[config.mk]
export PLATFORM = sky130hd
export DESIGN_NAME = lc3b_regfile
export DESIGN_NICKNAME = d
export VERILOG_FILES = /design/src/rtl/lc3b_pkg.sv /design/src/rtl/lc3b_dec3to8.sv /design/src/rtl/lc3b_regfile.sv
export SDC_FILE = /design/constraint.sdc
export NUM_CORES = 1
export LEC_CHECK = 0
export CAP_MARGIN = 20
export CORE_ASPECT_RATIO = 1.2
export CORE_UTILIZATION = 40
export DETAILED_ROUTE_END_ITERATION = 8
export HOLD_SLACK_MARGIN = 0.1
export PLACE_DENSITY_LB_ADDON = 0.15
export SKIP_LAST_GASP = 1
export SYNTH_ARGS = -nofsm -noshare
export SYNTH_HDL_FRONTEND = slang
export SYNTH_HIERARCHICAL = 1
export SYNTH_SLANG_ARGS = --single-unit
[constraint.sdc]
create_clock -name clk -period 13.5 [get_ports clk]
set_input_delay 2.7 -clock clk [delete_from_list [all_inputs] [get_ports clk]]
set_output_delay 2.7 -clock clk [all_outputs]
set_load 0.01 [all_outputs]
[src/rtl/lc3b_pkg.sv]
// Shared LC-3b datapath constants and types.
package lc3b_pkg;

    localparam int unsigned DATA_W = 16;
    localparam int unsigned IDX_W  = 3;

    typedef logic [DATA_W-1:0] word_t;
    typedef logic [IDX_W-1:0]  reg_idx_t;

    // Condition codes after reset: Z set, so nzp is one-hot from the start
    localparam logic [2:0] NZP_RESET = 3'b010;

endpackage

[src/rtl/lc3b_dec3to8.sv]
// Index-to-one-hot decoder with enable; produces the per-register write strobes.
module lc3b_dec3to8 #(
    parameter int unsigned IDX_W    = 3,
    parameter int unsigned NUM_REGS = 8
) (
    input  logic                en,
    input  logic [IDX_W-1:0]    idx,
    output logic [NUM_REGS-1:0] onehot
);

    // Exactly one strobe when enabled, none otherwise
    always_comb begin
        onehot = '0;
        if (en) begin
            onehot[idx] = 1'b1;
        end
    end

endmodule

[src/rtl/lc3b_regfile.sv]
// LC-3b general register file (R0..R7) with NZP condition codes.
// Two combinational read ports, one write port steered by a one-hot decoder.
// Optional build macro REGFILE_BYPASS_EN: a read port whose index matches a
// write in progress returns wr_data in the same cycle (nzp is never bypassed).
module lc3b_regfile #(
    parameter int unsigned DATA_W   = lc3b_pkg::DATA_W,
    parameter int unsigned NUM_REGS = 8,
    parameter int unsigned IDX_W    = lc3b_pkg::IDX_W
) (
    input  logic              clk,
    input  logic              reset,
    input  logic              ld_reg,
    input  logic [IDX_W-1:0]  dr,
    input  logic [DATA_W-1:0] wr_data,
    input  logic              ld_cc,
    input  logic [IDX_W-1:0]  sr1,
    input  logic [IDX_W-1:0]  sr2,
    output logic [DATA_W-1:0] sr1_out,
    output logic [DATA_W-1:0] sr2_out,
    output logic [2:0]        nzp
);

    import lc3b_pkg::*;

    logic [NUM_REGS-1:0] wr_stb;
    logic [DATA_W-1:0]   regs_q [NUM_REGS];
    logic [DATA_W-1:0]   regs_d [NUM_REGS];
    logic [2:0]          nzp_q;
    logic [2:0]          nzp_d;
    logic                cc_n;
    logic                cc_z;

    lc3b_dec3to8 #(
        .IDX_W    (IDX_W),
        .NUM_REGS (NUM_REGS)
    ) u_dec (
        .en     (ld_reg),
        .idx    (dr),
        .onehot (wr_stb)
    );

    // Next register contents: strobed register takes wr_data, others hold
    always_comb begin
        for (int unsigned i = 0; i < NUM_REGS; i++) begin
            regs_d[i] = wr_stb[i] ? wr_data : regs_q[i];
        end
    end

    // Register array; async reset clears everything and discards a pending write
    always_ff @(posedge clk or posedge reset) begin
        if (reset) begin
            for (int unsigned i = 0; i < NUM_REGS; i++) begin
                regs_q[i] <= '0;
            end
        end else begin
            for (int unsigned i = 0; i < NUM_REGS; i++) begin
                regs_q[i] <= regs_d[i];
            end
        end
    end

    // Condition codes derived from the bus value; p is the residual case so nzp stays one-hot
    always_comb begin
        cc_n  = wr_data[DATA_W-1];
        cc_z  = (wr_data == '0);
        nzp_d = nzp_q;
        if (ld_cc) begin
            nzp_d = {cc_n, cc_z, ~cc_n & ~cc_z};
        end
    end

    // Condition-code register
    always_ff @(posedge clk or posedge reset) begin
        if (reset) begin
            nzp_q <= NZP_RESET;
        end else begin
            nzp_q <= nzp_d;
        end
    end

    // Read ports; bypass is suppressed during reset so both ports read zero immediately
    always_comb begin
        sr1_out = regs_q[sr1];
        sr2_out = regs_q[sr2];
`ifdef REGFILE_BYPASS_EN
        if (!reset && ld_reg && (dr == sr1)) begin
            sr1_out = wr_data;
        end
        if (!reset && ld_reg && (dr == sr2)) begin
            sr2_out = wr_data;
        end
`else
`endif
    end

    assign nzp = nzp_q;

endmodule

## After elaboration in Yosys (flattened, before gate mapping)

Cells that the tools add are included.

| cells by class | value |
|---|---|
| add/sub/neg operators | 0 |
| multipliers | 0 |
| divide/modulo/power cells | 0 |
| magnitude comparators | 4 |
| equality and inequality tests | 0 |
| shift operators | 0 |
| mux-type cells | 9 |
| bitwise logic cells | 5 |
| reduce and logical (&&, ||, !) cells | 2 |

Operators with widths:

| kind | number |
|---|---|
| $bmux 16 s3 | 2 |
| $mux 16 | 4 |
| $logic_not 16->1 | 1 |
| $ge 4x4->1 const B | 2 |
| $mux 8 | 1 |
| $not 3->4 | 2 |
| $lt 3x4->1 const B | 1 |
| $demux 1 s3 | 1 |
| $ge 3x1->1 const B | 1 |
| $not 1->1 | 2 |
| $and 1x1->1 | 1 |
| $logic_and 1x1->1 | 1 |
| $mux 1 | 1 |

| word-level totals | value |
|---|---|
| register bits | 131 |
| latch bits | 0 |
| bits in writable memories | 0 |
| bits in read-only memories | 0 |
| input port bits | 29 |
| output and inout bits | 35 |
| logic and storage cells | 29 |
| memories | 0 |

## Logic depth before layout (Yosys ltp)

Gate-level depths: netlist of run 1.

| logic depth | value |
|---|---|
| depth after elaboration | 5 |
| depth in mapped cells | 5 |
| depth with buffers taken out | 3 |

## Modules after synthesis

Netlist of run 1, hierarchy kept.

By module, submodules not included:

| module | instances | cells an instance | area each (um^2) | sequential area each (um^2) |
|---|---|---|---|---|
| lc3b_regfile | 1 | 404 | 7,016.7 | 3,279.4 |
| lc3b_dec3to8 | 1 | 8 | 95.1 | 0.0 |

## Worst setup path after synthesis of run 1

No wires, ideal clock.

| timing | value |
|---|---|
| path kind | in2out |
| start point | input sr2[1] |
| end point | output sr2_out[1] |
| data arrival time | 3,856 ps |
| required time | 10,800 ps |
| setup slack | 6,944 ps |
| stages on the path | 5 |
| buffers on the path | 3 |
| cells stage by stage | buf_2 -> buf_2 -> buf_2 -> mux4_2 -> mux2_2 |

| on the way | value |
|---|---|
| longest elaborated chain between the ends | 4 |

Ends and longest elaborated chain:

| item | RTL line | text |
|---|---|---|
| from (decl) | lc3b_regfile.sv:17 | `input logic [IDX_W-1:0] sr2,` |
| $not 3->4 (not written as such) | lc3b_regfile.sv:84 | `sr2_out = regs_q[sr2];` |
| $bmux 16 s3 | lc3b_regfile.sv:84 |  |
| $mux 16 (not written as such) (2 in a row) | lc3b_regfile.sv:84 |  |
| to (decl) | lc3b_regfile.sv:19 | `output logic [DATA_W-1:0] sr2_out,` |

No other way between the ends. The select of a mux whose other input is x is not followed.

## Worst setup path in the final report of run 1

| timing | value |
|---|---|
| start point | input sr2[0] |
| end point | output sr2_out[4] |

The elaborated chain is that of the path after synthesis.

==> summary.md, run 1 <==
| Metric | Value |
|---|---|
| Status | `finished clean` |
| Initial antenna violation count | `0` |
| Sequential cell area fraction in the yosys report | `0.461` |
| CP Launch Type | `primary input` |
| Placed inst area | `around 8000 um^2` |
| Final hold violation count | `0` |
| Hold Slack | `0.483 ns` |
| R2r worst-path depth | `2` |
| Site Rows | `53` |
| Synth top area share | `0.457` |
| Core area | `17400 um^2` |
| Max rail drop VDD | `0.0000977 V` |
| Worst-margin pin slew | `about 1.2 ns` |
| Worst clock skew | `0 ns` |
| Flop2flop setup slack | `12.68 ns` |
| H-Tree Depth | `4` |
| Cell taking the most area after synthesis | `dfrtp_1` |
| Postcts setup bufs | `0` |
| RSZ-0062 raised after global routing | `no` |
| Async S/R FF share, synth | `1.00` |
| Critical path class | `in -> out` |
| Worst flop-to-flop path startpoint | `nzp[0]` |
| Synthesized area per cell | `17.3 um^2` |
| Drt pass-1 iters | `4` |
| Setup TNS | `0 ns` |
| Hpwl dp | `9.86 mm` |
| DIE AREA | `18300 um^2` |
| Nature of the critical path endpoint | `output pin` |
| Drt drc | `0` |
| CTS buffer count | `17` |
| N_diodes | `0` |
| Nets | `493` |
| Total global-route track usage | `0.201` |
| Dominant cells by area after synthesis | `dfrtp_1, mux2_2, mux4_1` |
| Vias per inst | `5.88` |
| Routability cong. | `between 0.7 and 0.8` |
| Max-Cap Viols | `0` |
| Leak Pwr | `between 3 and 4 nW` |
| Critical Path RT | `10.80 ns` |
| Vias in the first global route | `approximately 4400` |
| GRT overflow | `0` |
| Unique masters post-synth | `22` |
| Syn Inst Count | `roughly 400` |
| Top cells by count, synth | `mux2_2, dfrtp_1, mux4_1` |
| Clock latency on the worst-skew pair | `~0.4 ns` |
| Pin count of the biggest net entering global routing | `74` |
| Most frequent cell after synthesis | `mux2_2` |
| Initial Util | `0.408` |
| Top FF cell, synth | `dfrtp_1` |
| Clock Tree Buf Depth | `2` |
| CTS root buf | `clkbuf_16` |
| PortBufs | `63` |
| Antenna-violating nets left | `0` |
| Wirelength per Cell | `24.4 um` |
| Syn Nets | `roughly 440` |
| Worst Hold Path EP | `nzp[1]` |
| Arr. time, crit path | `4.98 ns` |
| Hold Crit Start | `nzp[1]` |
| Reg clk slew, reported paths | `0.05 ns` |
| Global-route wire length before repair | `26.3 mm` |
| Yosys reg bits | `131` |
| Synth Warn # | `6` |
| Post-cts resize count | `0` |
| R2r endpoint | `nzp[0]` |
| Iter 0 DRT Violations | `184` |
| Share of cells above drive strength 1 | `0.455` |
| Max Slew Vio Count | `0` |
| Fill cells | `1501` |
| Clock sink total | `131` |
| Headroom to the max-slew limit | `0.230` |
| CTS Hold Bufs | `0` |
| Dpl cells | `665` |
| CP max FO | `32` |
| Die width | `roughly 120 um` |
| I/O pins | `64` |
| Tcrit/Tclk final | `0.569` |
| Die Y | `148 um` |
| Finished Layout Cells | `695` |
| Vias | `~4000` |
| Highest Clock Rate | `130 MHz` |
| Synth Cell Area | `7110 um^2` |
| Final setup vio count | `0` |
| WL final | `17.0 mm` |
| Area Overhead vs Synth | `17.9%` |
| CTS tree | `built` |
| Hold path cells | `2` |
| Cell area after layout | `8390 um^2` |
| Worst hold path type | `reg -> reg` |
| Pwr Density | `152 nW/um^2` |
| Number of flops mapped to enable cells by yosys | `0` |
| Min Tclk post-route | `7.68 ns` |
## cell usage in the layout (no fill, tap or decap), types with 3 or more instances in the layout
cell type / Yosys / layout
mux2_2: 161 / 161
clkbuf_8: 0 / 3
clkdlybuf4s50_1: 0 / 61
clkbuf_1: 10 / 4
clkinv_2: 0 / 5
clkbuf_16: 0 / 17
mux4_1: 52 / 52
mux4_2: 12 / 12
dfrtp_1: 130 / 130
buf_4: 0 / 7
nor4_1: 4 / 4
## state kept, by name (all words and copies together) (netlist names)
| name | count |
|---|---|
| regs_q | 128 |
| nzp | 3 |
## where the power goes
group | switching, W | internal, W | total (W) | leakage, nW
Clock | 0.000159 | 0.000264 | 0.000423 | 0.269
Combinational | 0.000106 | 0.000214 | 0.000320 | 1.63
Sequential | 0.0000574 | 0.000479 | 0.000536 | 1.57
## layout make-up
type | count | area, um^2 | share of cell area
Clock buffer | 24 | 482 | 0.0574
Clock inverter | 6 | 55.1 | 0.00656
Inverter | 3 | 13.8 | 0.00164
Multi-Input combinational cell | 241 | 3610 | 0.430
Sequential cell | 131 | 3280 | 0.391
Tap cell | 220 | 275 | 0.0328
Timing Repair Buffer | 70 | 673 | 0.0803
## logic make-up after synthesis
family                 Yosys count  share of synthesized area
AOI/OAI and AO/OA                1                    0.00123
buffers and inverters           40                     0.0325
DFF                            131                      0.461
muxes                          226                      0.486
and+or+nand+nor                 14                     0.0186
## per-layer routing
layer | global-route usage | vias up | wire [um]
li1 | - | 1774 | -
met1 | 0.263 | 2213 | 7760
met2 | 0.337 | 83 | 8540
met3 | 0.0383 | 16 | 469
met4 | 0.0602 | 0 | 210
met5 | 0 | - | 0
## critical path: stages
cell and delay [ns]:
buf_2 0.79, mux4_1 0.67, mux2_2 0.31, clkdlybuf4s50_1 0.50
## how the worst max path moves through the flow
stage | from | endpoint | slack (ns) | cells past startpoint
6_report | sr2[0] | sr2_out[4] | 5.82 | 4
5_1_grt | sr2[0] | sr2_out[4] | 5.74 | 4
4_1_cts | sr1[0] | sr1_out[8] | 5.82 | 4
3_5_place_dp | sr1[0] | sr1_out[8] | 5.82 | 4
3_3_place_gp | sr1[0] | sr1_out[8] | 5.80 | 4
2_1_floorplan | sr2[1] | sr2_out[1] | 6.94 | 5
## per-stage QoR
stage | utilization | setup slack, ns | power, W
CTS | 0.481 | 5.82 | 0.00129
global route | 0.481 | 5.74 | 0.00134
detailed placement | 0.450 | 5.82 | 0.000867
global placement | 0.450 | 5.80 | 0.000852
finish | 0.481 | 5.82 | 0.00128
floorplan | - | 6.94 | 0.000742
Power figures use the tool's default switching activity.
==> run 2, diff against run 1 <==
==> constraint.sdc (replaced) <==
create_clock -name clk -period 6.65 [get_ports clk]
set_input_delay 1.33 -clock clk [delete_from_list [all_inputs] [get_ports clk]]
set_output_delay 1.33 -clock clk [all_outputs]
set_load 0.01 [all_outputs]
==> summary.md, run 2 (synthesized netlist as in run 1, its figures left out) <==
| Metric | Value |
|---|---|
| Vias | `4161 (was 4086)` |
| Clock sink total | `131 (unchanged)` |
| CTS root buf | `clkbuf_16 (unchanged)` |
| Reg clk slew, reported paths | `0.05 ns (about the same)` |
| Iter 0 DRT Violations | `168 (was 184)` |
| Drt drc | `0 (unchanged)` |
| Area Overhead vs Synth | `18.8% (was 17.9%)` |
| Reg with most FFs | `regs_q (unchanged)` |
| Min Tclk post-route | `approximately 5.3 ns` |
| Headroom to the max-slew limit | `0.294 (was 0.230)` |
| Vias in the first global route | `4398 (was 4379)` |
| Share of cells above drive strength 1 | `0.464 (was 0.455)` |
| Final setup vio count | `0 (unchanged)` |
| Most frequent cells in the layout | `mux2_2, dfrtp_1, clkdlybuf4s50_1 (unchanged)` |
| CTS Hold Bufs | `0 (unchanged)` |
| Wirelength per Cell | `23.6 um (was 24.4 um)` |
| Worst hold path type | `reg -> reg (unchanged)` |
| Die Y | `148 um (unchanged)` |
| Hold path cells | `2 (unchanged)` |
| H-Tree Depth | `4 (unchanged)` |
| I/O pins | `64 (unchanged)` |
| Die width | `124 um (unchanged)` |
| Global-route wire length before repair | `25.9 mm (was 26.3 mm)` |
| Site Rows | `53 (unchanged)` |
| Pwr Density | `303 nW/um^2 (was 152 nW/um^2)` |
| Arr. time, crit path | `3.92 ns (was 4.98 ns)` |
| Max-Cap Viols | `0 (unchanged)` |
| Antenna-violating nets left | `0 (unchanged)` |
| PortBufs | `63 (unchanged)` |
| Drt pass-1 iters | `5 (was 4)` |
| Critical Path RT | `5.32 ns (was 10.80 ns)` |
| Tot Pwr | `0.00256 W (was 0.00128 W)` |
| Worst flop-to-flop path startpoint | `nzp[0] (unchanged)` |
| Hpwl dp | `10.1 mm (was 9.86 mm)` |
| Postcts setup bufs | `0 (unchanged)` |
| GRT overflow | `0 (unchanged)` |
| CTS buffer count | `17 (unchanged)` |
| Highest Clock Rate | `190 MHz` |
| Nature of the critical path endpoint | `output pin (unchanged)` |
| Final core utilization | `0.484 (was 0.481)` |
| R2r worst-path depth | `2 (unchanged)` |
| N_diodes | `0 (unchanged)` |
| Setup crit start | `sr1[1] (was sr2[0])` |
| Tcrit/Tclk final | `0.790` |
| Post-cts resize count | `0 (unchanged)` |
| Status | `finished clean (unchanged)` |
| Max Slew Vio Count | `0 (unchanged)` |
| RSZ-0062 raised after global routing | `no (unchanged)` |
| Worst-margin pin slew | `1.06 ns (was 1.16 ns)` |
| DIE AREA | `18300 um^2 (unchanged)` |
| Setup TNS | `0 ns (unchanged)` |
| Total global-route track usage | `0.198 (was 0.201)` |
| CTS tree | `built (unchanged)` |
| Clock latency on the worst-skew pair | `0.41 ns (about the same)` |
| Most common cell after layout, fill and taps aside | `mux2_2 (unchanged)` |
| Leak Pwr | `3.50 nW (was 3.47 nW)` |
| CP Launch Type | `primary input (unchanged)` |
| Number of flip-flops under the largest register name | `128 (unchanged)` |
| Initial Util | `0.408 (unchanged)` |
| Final hold violation count | `0 (unchanged)` |
| Fill cells | `1518 (was 1501)` |
| Core area | `17400 um^2 (unchanged)` |
| Worst clock skew | `0 ns (unchanged)` |
| Clock Tree Buf Depth | `2 (unchanged)` |
| Pin count of the biggest net entering global routing | `81 (was 74)` |
| Nets | `499 (was 493)` |
| WL final | `16.6 mm (was 17.0 mm)` |
| Critical path class | `in -> out (unchanged)` |
| Max rail drop VDD | `0.000183 V (was 0.0000977 V)` |
| Vias per inst | `5.94 (was 5.88)` |
| Hold Crit Start | `nzp[1] (unchanged)` |
| Initial antenna violation count | `0 (unchanged)` |
| Routability cong. | `0.705 (was 0.702)` |
| CP max FO | `13 (was 32)` |
-- run 2: cell count changes in the layout (fill, tap and decap cells not counted), sizes merged --
| cell | before | now |
|---|---|---|
| buf | 9 | 15 |
| clkinv | 5 | 6 |
| bufinv | 1 | 0 |
-- run 2: final timing paths --
path | to | slack (ns)
hold / removal | nzp[1] | 0.48
setup / recovery | sr1_out[4] | 1.40
setup reg to reg | nzp[0] | 5.83
hold reg to reg | nzp[1] | 0.48
min in group asynchronous | regs_q[32] | 1.26
max in group asynchronous | regs_q[52] | 4.06
-- run 2: final cells by class --
class,instances,area [um^2],area share
multi-input cells,241,3610,0.427
flip-flops and latches,131,3280,0.388
repair buffers,76,746,0.0883
clock buffers,24,492,0.0582
well taps,220,275,0.0326
clock inverters,6,30.0,0.00356
inverters,3,13.8,0.00163
-- run 2: worst max-delay path, stage by stage --
cell	delay, ns
clkdlybuf4s50_1	0.88
buf_4	0.37
buf_4	0.24
mux4_1	0.29
mux2_2	0.30
clkdlybuf4s50_1	0.48
-- run 2: metrics by stage --
step | instances | hold WS, ns | instance area, um^2 | setup slack, ns
after floorplan | 412 | 0.470 | 7110 | 1.82
after global placement | 669 | 0.454 | 7880 | 1.40
after detailed placement | 669 | 0.472 | 7880 | 1.41
after CTS | 699 | 0.484 | 8400 | 1.40
after global routing | 701 | 0.500 | 8450 | 1.29
final | 701 | 0.478 | 8450 | 1.40
-- run 2: power breakdown --
group	leakage [nW]	internal (W)	switching [W]
Combinational	1.67	0.000438	0.000214
Clock	0.265	0.000507	0.000319
Sequential	1.57	0.000972	0.000112
-- run 2: routing by layer --
metal	vias up	part of all wire	GRT usage
li1	1795	-	-
met1	2249	0.45	0.266
met2	102	0.50	0.322
met3	15	0.040	0.0422
met4	0	0.010	0.0548
met5	-	0	0
